## config.mk

```make
export PLATFORM = sky130hd
export DESIGN_NAME = gesture_arbiter
export DESIGN_NICKNAME = d
export VERILOG_FILES = /design/src/rtl/gesture_arbiter.sv
export SDC_FILE = /design/constraint.sdc
export NUM_CORES = 1
export LEC_CHECK = 0
export CAP_MARGIN = 20
export CORE_UTILIZATION = 45
export DETAILED_ROUTE_END_ITERATION = 10
export GPL_TIMING_DRIVEN = 0
export PLACE_DENSITY = 0.67
export RECOVER_POWER = 50
export SLEW_MARGIN = 5
export SYNTH_ARGS = -nofsm -noshare
export SYNTH_HDL_FRONTEND = slang
export SYNTH_SLANG_ARGS = --single-unit
```

## constraint.sdc

```tcl
create_clock -name clk -period 3.25 [get_ports clk]
set_input_delay 0.325 -clock clk [delete_from_list [all_inputs] [get_ports clk]]
set_output_delay 0.325 -clock clk [all_outputs]
set_load 0.02 [all_outputs]
```

## src/rtl/gesture_arbiter.sv

```systemverilog
// Merges four one-pulse gesture detectors into single move commands, rejecting multi-direction gestures.
// move_valid rises WINDOW edges after the first pulse and is held until move_ack or ack timeout.
module gesture_arbiter #(
  parameter int WINDOW      = 4,
  parameter int LOCKOUT_CYC = 1000,
  parameter int ACK_TIMEOUT = 65535
) (
  input  logic       clk,
  input  logic       rst,
  input  logic       en,
  input  logic       ready,
  input  logic       up_det,
  input  logic       down_det,
  input  logic       left_det,
  input  logic       right_det,
  input  logic       move_ack,
  output logic       move_valid,
  output logic [1:0] move_dir,
  output logic       conflict,
  output logic       drop,
  output logic       busy,
  output logic [7:0] move_count
);

  typedef enum logic [1:0] {IDLE, COLLECT, ISSUE, LOCKOUT} state_t;

  localparam logic [15:0] WIN_LOAD  = 16'(WINDOW - 1);
  localparam logic [15:0] LOCK_LOAD = 16'(LOCKOUT_CYC - 1);
  localparam logic [15:0] TO_LAST   = 16'(ACK_TIMEOUT - 1);
  localparam bit          TO_EN     = (ACK_TIMEOUT != 0);

  state_t      state_q, state_d;
  logic [3:0]  pending_q, pending_d;
  logic [15:0] cnt_q, cnt_d;
  logic [15:0] tcnt_q, tcnt_d;
  logic        move_valid_q, move_valid_d;
  logic [1:0]  move_dir_q, move_dir_d;
  logic        conflict_q, conflict_d;
  logic        drop_q, drop_d;
  logic        busy_q, busy_d;
  logic [7:0]  move_count_q, move_count_d;

  logic [3:0]  det;
  logic [3:0]  pend_next;
  logic [1:0]  dir_enc;

  // Detectors are only trusted while the tracker reports a valid centre.
  assign det       = {right_det, left_det, down_det, up_det} & {4{ready}};
  assign pend_next = pending_q | det;

  always_comb begin
    dir_enc = 2'd0;
    case (pend_next)
      4'b0010: dir_enc = 2'd1;
      4'b0100: dir_enc = 2'd2;
      4'b1000: dir_enc = 2'd3;
      default: dir_enc = 2'd0;
    endcase
  end

  always_comb begin
    state_d      = state_q;
    pending_d    = pending_q;
    cnt_d        = cnt_q;
    tcnt_d       = tcnt_q;
    move_valid_d = move_valid_q;
    move_dir_d   = move_dir_q;
    conflict_d   = 1'b0;
    drop_d       = 1'b0;
    move_count_d = move_count_q;
    case (state_q)
      IDLE: begin
        if (en && (det != 4'b0000)) begin
          pending_d = det;
          cnt_d     = WIN_LOAD;
          state_d   = COLLECT;
        end else begin
          pending_d = 4'b0000;
        end
      end
      COLLECT: begin
        if (!en) begin
          pending_d = 4'b0000;
          state_d   = IDLE;
        end else begin
          pending_d = pend_next;
          if (cnt_q != 16'd0) begin
            cnt_d = cnt_q - 16'd1;
          end else if ($onehot(pend_next)) begin
            move_valid_d = 1'b1;
            move_dir_d   = dir_enc;
            tcnt_d       = 16'd0;
            state_d      = ISSUE;
          end else begin
            conflict_d = 1'b1;
            cnt_d      = LOCK_LOAD;
            state_d    = LOCKOUT;
          end
        end
      end
      ISSUE: begin
        // Ack has priority over a timeout expiring in the same cycle.
        if (move_ack) begin
          move_valid_d = 1'b0;
          move_count_d = move_count_q + 8'd1;
          cnt_d        = LOCK_LOAD;
          state_d      = LOCKOUT;
        end else if (TO_EN && (tcnt_q == TO_LAST)) begin
          move_valid_d = 1'b0;
          drop_d       = 1'b1;
          cnt_d        = LOCK_LOAD;
          state_d      = LOCKOUT;
        end else begin
          tcnt_d = tcnt_q + 16'd1;
        end
      end
      LOCKOUT: begin
        if (!en || (cnt_q == 16'd0)) begin
          pending_d = 4'b0000;
          state_d   = IDLE;
        end else begin
          cnt_d = cnt_q - 16'd1;
        end
      end
      default: begin
        pending_d = 4'b0000;
        state_d   = IDLE;
      end
    endcase
    busy_d = (state_d != IDLE);
  end

  always_ff @(posedge clk or negedge rst) begin
    if (!rst) begin
      state_q      <= IDLE;
      pending_q    <= 4'b0000;
      cnt_q        <= 16'd0;
      tcnt_q       <= 16'd0;
      move_valid_q <= 1'b0;
      move_dir_q   <= 2'd0;
      conflict_q   <= 1'b0;
      drop_q       <= 1'b0;
      busy_q       <= 1'b0;
      move_count_q <= 8'd0;
    end else begin
      state_q      <= state_d;
      pending_q    <= pending_d;
      cnt_q        <= cnt_d;
      tcnt_q       <= tcnt_d;
      move_valid_q <= move_valid_d;
      move_dir_q   <= move_dir_d;
      conflict_q   <= conflict_d;
      drop_q       <= drop_d;
      busy_q       <= busy_d;
      move_count_q <= move_count_d;
    end
  end

  assign move_valid = move_valid_q;
  assign move_dir   = move_dir_q;
  assign conflict   = conflict_q;
  assign drop       = drop_q;
  assign busy       = busy_q;
  assign move_count = move_count_q;

endmodule
```

# --- After elaboration in Yosys (flattened, before gate mapping) ---
# Index checks and enable logic that the tools add are counted.
totals:
  elab_cells: 93
  inputBits: 9
  output_inout_bits: 14
  ff_bits: 52
op_classes:
  muxes: 40
  n_bitwise: 3
  reduce_logical: 16
  eq_ne: 18
  add_sub_neg: 6
op_table:
  columns: ["operator", "n"]
  rows:
  - ["$mux W16", 12]
  - ["$pmux W16 S4", 1]
  - ["$pmux W16 S2", 1]
  - ["$add A16 B1 Y16 const B", 1]
  - ["$eq A16 B16 Y1 const B", 1]
  - ["$logic_not A16 Y1", 1]
  - ["$ne A2 B2 Y1 const B", 8]
  - ["$reduce_bool A16 Y1", 1]
  - ["$sub A16 B1 Y16 const B", 1]
  - ["$mux W1", 13]
  - ["$mux W2", 6]
  - ["$mux W4", 3]
  - ["$pmux W4 S3", 1]
  - ["$reduce_and A5 Y1", 2]
  - ["$add A8 B1 Y8 const B", 1]
  - ["$pmux W2 S4", 1]
  - ["$ne A3 B3 Y1 const B", 2]
  - ["$pmux W2 S3", 1]
  - ["$reduce_and A6 Y1", 1]
  - ["$add A1 B1 Y2", 2]
  - ["$and A4 B4 Y4", 1]
  - ["$eq A2 B2 Y1 const B", 2]
  - ["$eq A4 B2 Y1 const B", 1]
  - ["$eq A4 B3 Y1 const B", 1]
  - ["16 further kinds", 18]

# --- Longest topological paths before layout ---
depth:
  ltp_word: 10
  ltp_mapped: 11
  depth_no_buf: 11

# --- Worst setup path after synthesis ---
# OpenSTA, ideal clock, no wires.
synth_timing:
  kind: "flip-flop to flip-flop"
  start: "reg pending_q[3]"
  end: "reg tcnt_q[4]"
  stages_incl_launch_ff: 12
  path_slack_ps: 324
  synth_period_minus_slack_ps: 2926
  setup_time_ps: 124
  arrival_ps: 2802
  cell_sequence: "dfrtp_1 > a21oi_1 > inv_1 > fa_1 > ha_1 > ha_1 > nor3b_1 > nor3b_1 > and2_1 > clkbuf_1 > nor2_1 > a211o_1"
synth_between:
  elab_chain_len: 6
synth_rtl:
  columns: ["item", "line_no", "rtl"]
  rows:
  - ["start: declaration", "33", "logic [3:0] pending_q, pending_d;"]
  - ["start signal: assignment", "147", "pending_q <= pending_d;"]
  - ["$or A4 B4 Y4", "49", "assign pend_next = pending_q | det;"]
  - ["$add A1 B1 Y2 (not written as such)", "89", "end else if ($onehot(pend_next)) begin"]
  - ["$add A2 B2 Y3 (not written as such)", "89", null]
  - ["$eq A3 B1 Y1", "89", null]
  - ["$ne A2 B2 Y1 (no line)", null, null]
  - ["$reduce_and A6 Y1 (no line)", null, null]
  - ["end signal: assignment", "149", "tcnt_q <= tcnt_d;"]
  - ["end: declaration", "35", "logic [15:0] tcnt_q, tcnt_d;"]
# Every way passes these cells.
# A chain may end at the register's enable or synchronous reset.

# --- Worst setup path after layout ---
layout_timing:
  start: "in right_det"
  end: "reg tcnt_q[15]"
layout_between:
  elab_chain_len: 7
layout_rtl:
  columns: ["item", "line_no", "rtl"]
  rows:
  - ["start: declaration", "15", "input logic right_det,"]
  - ["$and A4 B4 Y4", "48", "assign det = {right_det, left_det, down_det, up_det} & {4{ready}};"]
  - ["$or A4 B4 Y4", "49", null]
  - ["$add A1 B1 Y2 (not written as such)", "89", null]
  - ["$add A2 B2 Y3 (not written as such)", "89", null]
  - ["$eq A3 B1 Y1", "89", null]
  - ["$ne A2 B2 Y1 (no line)", null, null]
  - ["$reduce_and A6 Y1 (no line)", null, null]
# Every way passes these cells.

==> metrics.cfg <==
[floorplanning]
start_util_pct = 46.3
ioPinCount = 23
die_x_um = 82.6
die_h_um = 82.6
coreArea_um2 = 6310
core.rowCount = 29
dieArea_um2 = 6830

[cts]
cts_max_path_buffers = 2
clock-root-buffer = clkbuf_8
cts_buffers = 5
tritoncts = built
path_clk_slew_ns = 0.10
insertion_delay_ns = 0.30
htreeDepth = 2
cts.sinks = 52
ctsHoldBuffers = 0

[grt]
grt_pass1_wl_um = 10200
grt_max_degree = 29
grt_util_all_layers_pct = 19.7
antenna_found_initial = 0
first_global_vias = 2120
grt_overflow = 0

[placement]
dp_slack_ns = -0.713
gp_congestion = 0.781
hpwl_um = 4330
dpl_cell_area_um2 = 3260
place.port_buffers = 22

[detailed_routing]
routed_wl_um = 6040
drt_first_pass_iters = 4
wl_per_cell_um = 14.8
route.detailed.drc = 0
viasPerCell = 5.86
ant_nets = 0
vias = 2398
drtIter0Drc = 135

[status]
status = complete, no violations

[setup_path]
critPathCaptureType = flop
worstReg2RegEnd = tcnt_q[15]$_DFFE_PN0P_
required_ns = 3.44
r2r_slack_ns = 0.32
start_kind = primary input
timing.rr.start = pending_q[3]$_DFFE_PN0P_
path_class = in2reg
worst_r2r_path_depth = 11
worstPathArrival_ns = 3.26
cp_max_fo = 10

[synth]
syn-instance-count = 302
synth.top_cells.by_area = dfrtp_1, nand3_1, ha_1, a22o_1, nand2_1
synth_seq_area_share_pct = 44.5
syn_area_per_cell_um2 = 9.69
yosys.area.top_type = dfrtp_1
ys.warnings.count = 0
synthArstFlopShare_pct = 100
synth_edf_count = 0
synth_top_area_share_pct = 44.5
syn_nets = 320
synth-seq-cells = 52
netlist_area_um2 = 2930
yosys.cell_types.count = 58
synth-main-ff-cell = dfrtp_1

[timing]
timing.final.hold_violations = 0
hold_ws_ns = 0.302
setup_viol = 0
min_period_ns = 3.07
tns_ns = 0
final_max_slew_viol_count = 0
max_freq_mhz = 326
min_period_over_period_pct = 94.3
grt_setup_unrepaired = false
worst_pin_slew_ns = 1.46
fin_skew_ns = 0.00758
slew_headroom_pct = 2.90
fin_ws_ns = 0.184

[final_layout]
drive_gt1_share_pct = 9.64
fill_cells = 579
final_cell_mix = dfrtp_1, nand3_1, nand2_1
multiInputGateArea_um2 = 1540
num_antenna_cells = 0
stdcell_area_um2 = 3420
nNetsFinal = 349
area_growth_pct = 16.8
seq_area_um2 = 1300
layout_commonest_cell = dfrtp_1

[flow_run]
cap_violations = 0

[power_and_ir_drop]
irDropWorstVdd_v = 0.000448
leakagePower_nw = 1.50
power_density_nw_per_um2 = 651

[worst_hold_path]
hp-class = in2async

==> synthesized netlist by cell type (7+ instances only) <==
cell type / instances
a22o_1: 9
a21oi_1: 14
inv_1: 11
o21ai_0: 10
ha_1: 8
nor4_1: 9
clkbuf_1: 10
nand3_1: 23
nor3_1: 11
nand2_1: 20
mux2i_1: 7
dfrtp_1: 52
nor2_1: 15
==> kinds of logic after synthesis <==
kind of cell / share of synthesized area (%)
AND/OR/NAND/NOR: 20.9
AO/OA/AOI/OAI: 20.8
flip-flops: 44.5
buffers and inverters: 4.53
adder cells (fa/ha/maj): 4.11
XOR/XNOR: 2.40
multiplexers: 2.78
==> final cells by class <==
type	instances	area share (%)
clock inverter	1	0.879
multi-input combinational	223	45.1
tap	77	2.82
inverter	12	1.32
clock buffer	7	2.82
sequential	52	38.1
buffer	14	2.56
timing repair buffer	23	6.45
==> power by group <==
group	total (W)	internal (W)	leakage (nW)	switching (W)
logic	0.000805	0.000370	0.748	0.000434
registers	0.000930	0.000784	0.691	0.000146
clock network	0.000490	0.000272	0.0645	0.000218
total	0.00223	0.00143	1.50	0.000798
==> critical path, cell delays in order <==
cell and delay (ns):
clkdlybuf4s50_1 0.47, a21oi_4 0.22, inv_1 0.07, fa_1 0.45, ha_1 0.21, ha_1 0.31
nor3b_4 0.26, nor3b_4 0.27, nand3_2 0.19, buf_4 0.25, a21oi_1 0.16, mux2i_1 0.09
==> through the flow <==
| step | power (W) | utilization (%) | cells |
|---|---|---|---|
| after floorplan | 0.00149 | - | 302 |
| after global placement | 0.00169 | 51.3 | 401 |
| after detailed placement | 0.00171 | 51.6 | 402 |
| after CTS | 0.00221 | 53.8 | 409 |
| after global routing | 0.00239 | 54.1 | 409 |
| final | 0.00223 | 54.1 | 409 |
==> worst max path at each step <==
stage               slack, ns                      to                startpoint  depth (start not counted)
floorplan                0.32   tcnt_q[4]$_DFFE_PN0P_  pending_q[3]$_DFFE_PN0P_                         11
global placement        -0.71   tcnt_q[4]$_DFFE_PN0P_                     ready                         12
detailed placement      -0.71   tcnt_q[4]$_DFFE_PN0P_                     ready                         12
CTS                      0.01  tcnt_q[15]$_DFFE_PN0P_                     ready                         12
global route             0.02   tcnt_q[4]$_DFFE_PN0P_                 right_det                         11
finish                   0.18  tcnt_q[15]$_DFFE_PN0P_                 right_det                         12
==> state kept, by name, indices dropped and copies added (netlist names), 2 cells and up <==
name / flops
state_q: 2
pending_q: 4
move_count: 8
tcnt_q: 16
move_dir: 2
cnt_q: 16
==> metal layers <==
metal | GRT usage [%] | up-vias | share of wire [%]
met5 | 0 | - | 0
met4 | 5.00 | 0 | 0.38
met3 | 3.63 | 2 | 3.0
met2 | 31.4 | 52 | 48
met1 | 27.6 | 1147 | 49
li1 | - | 1197 | -
==> what timing repair did <==
| action | CTS | global route |
|---|---|---|
| buffers inserted | 0 | 0 |
| resized for setup | 6 | 9 |
| gates cloned | 0 | 0 |
| setup endpoints to repair | 16 | 18 |
| endpoints found under the hold margin | 0 | 0 |
No activity file was read; power rests on OpenSTA's default activity.
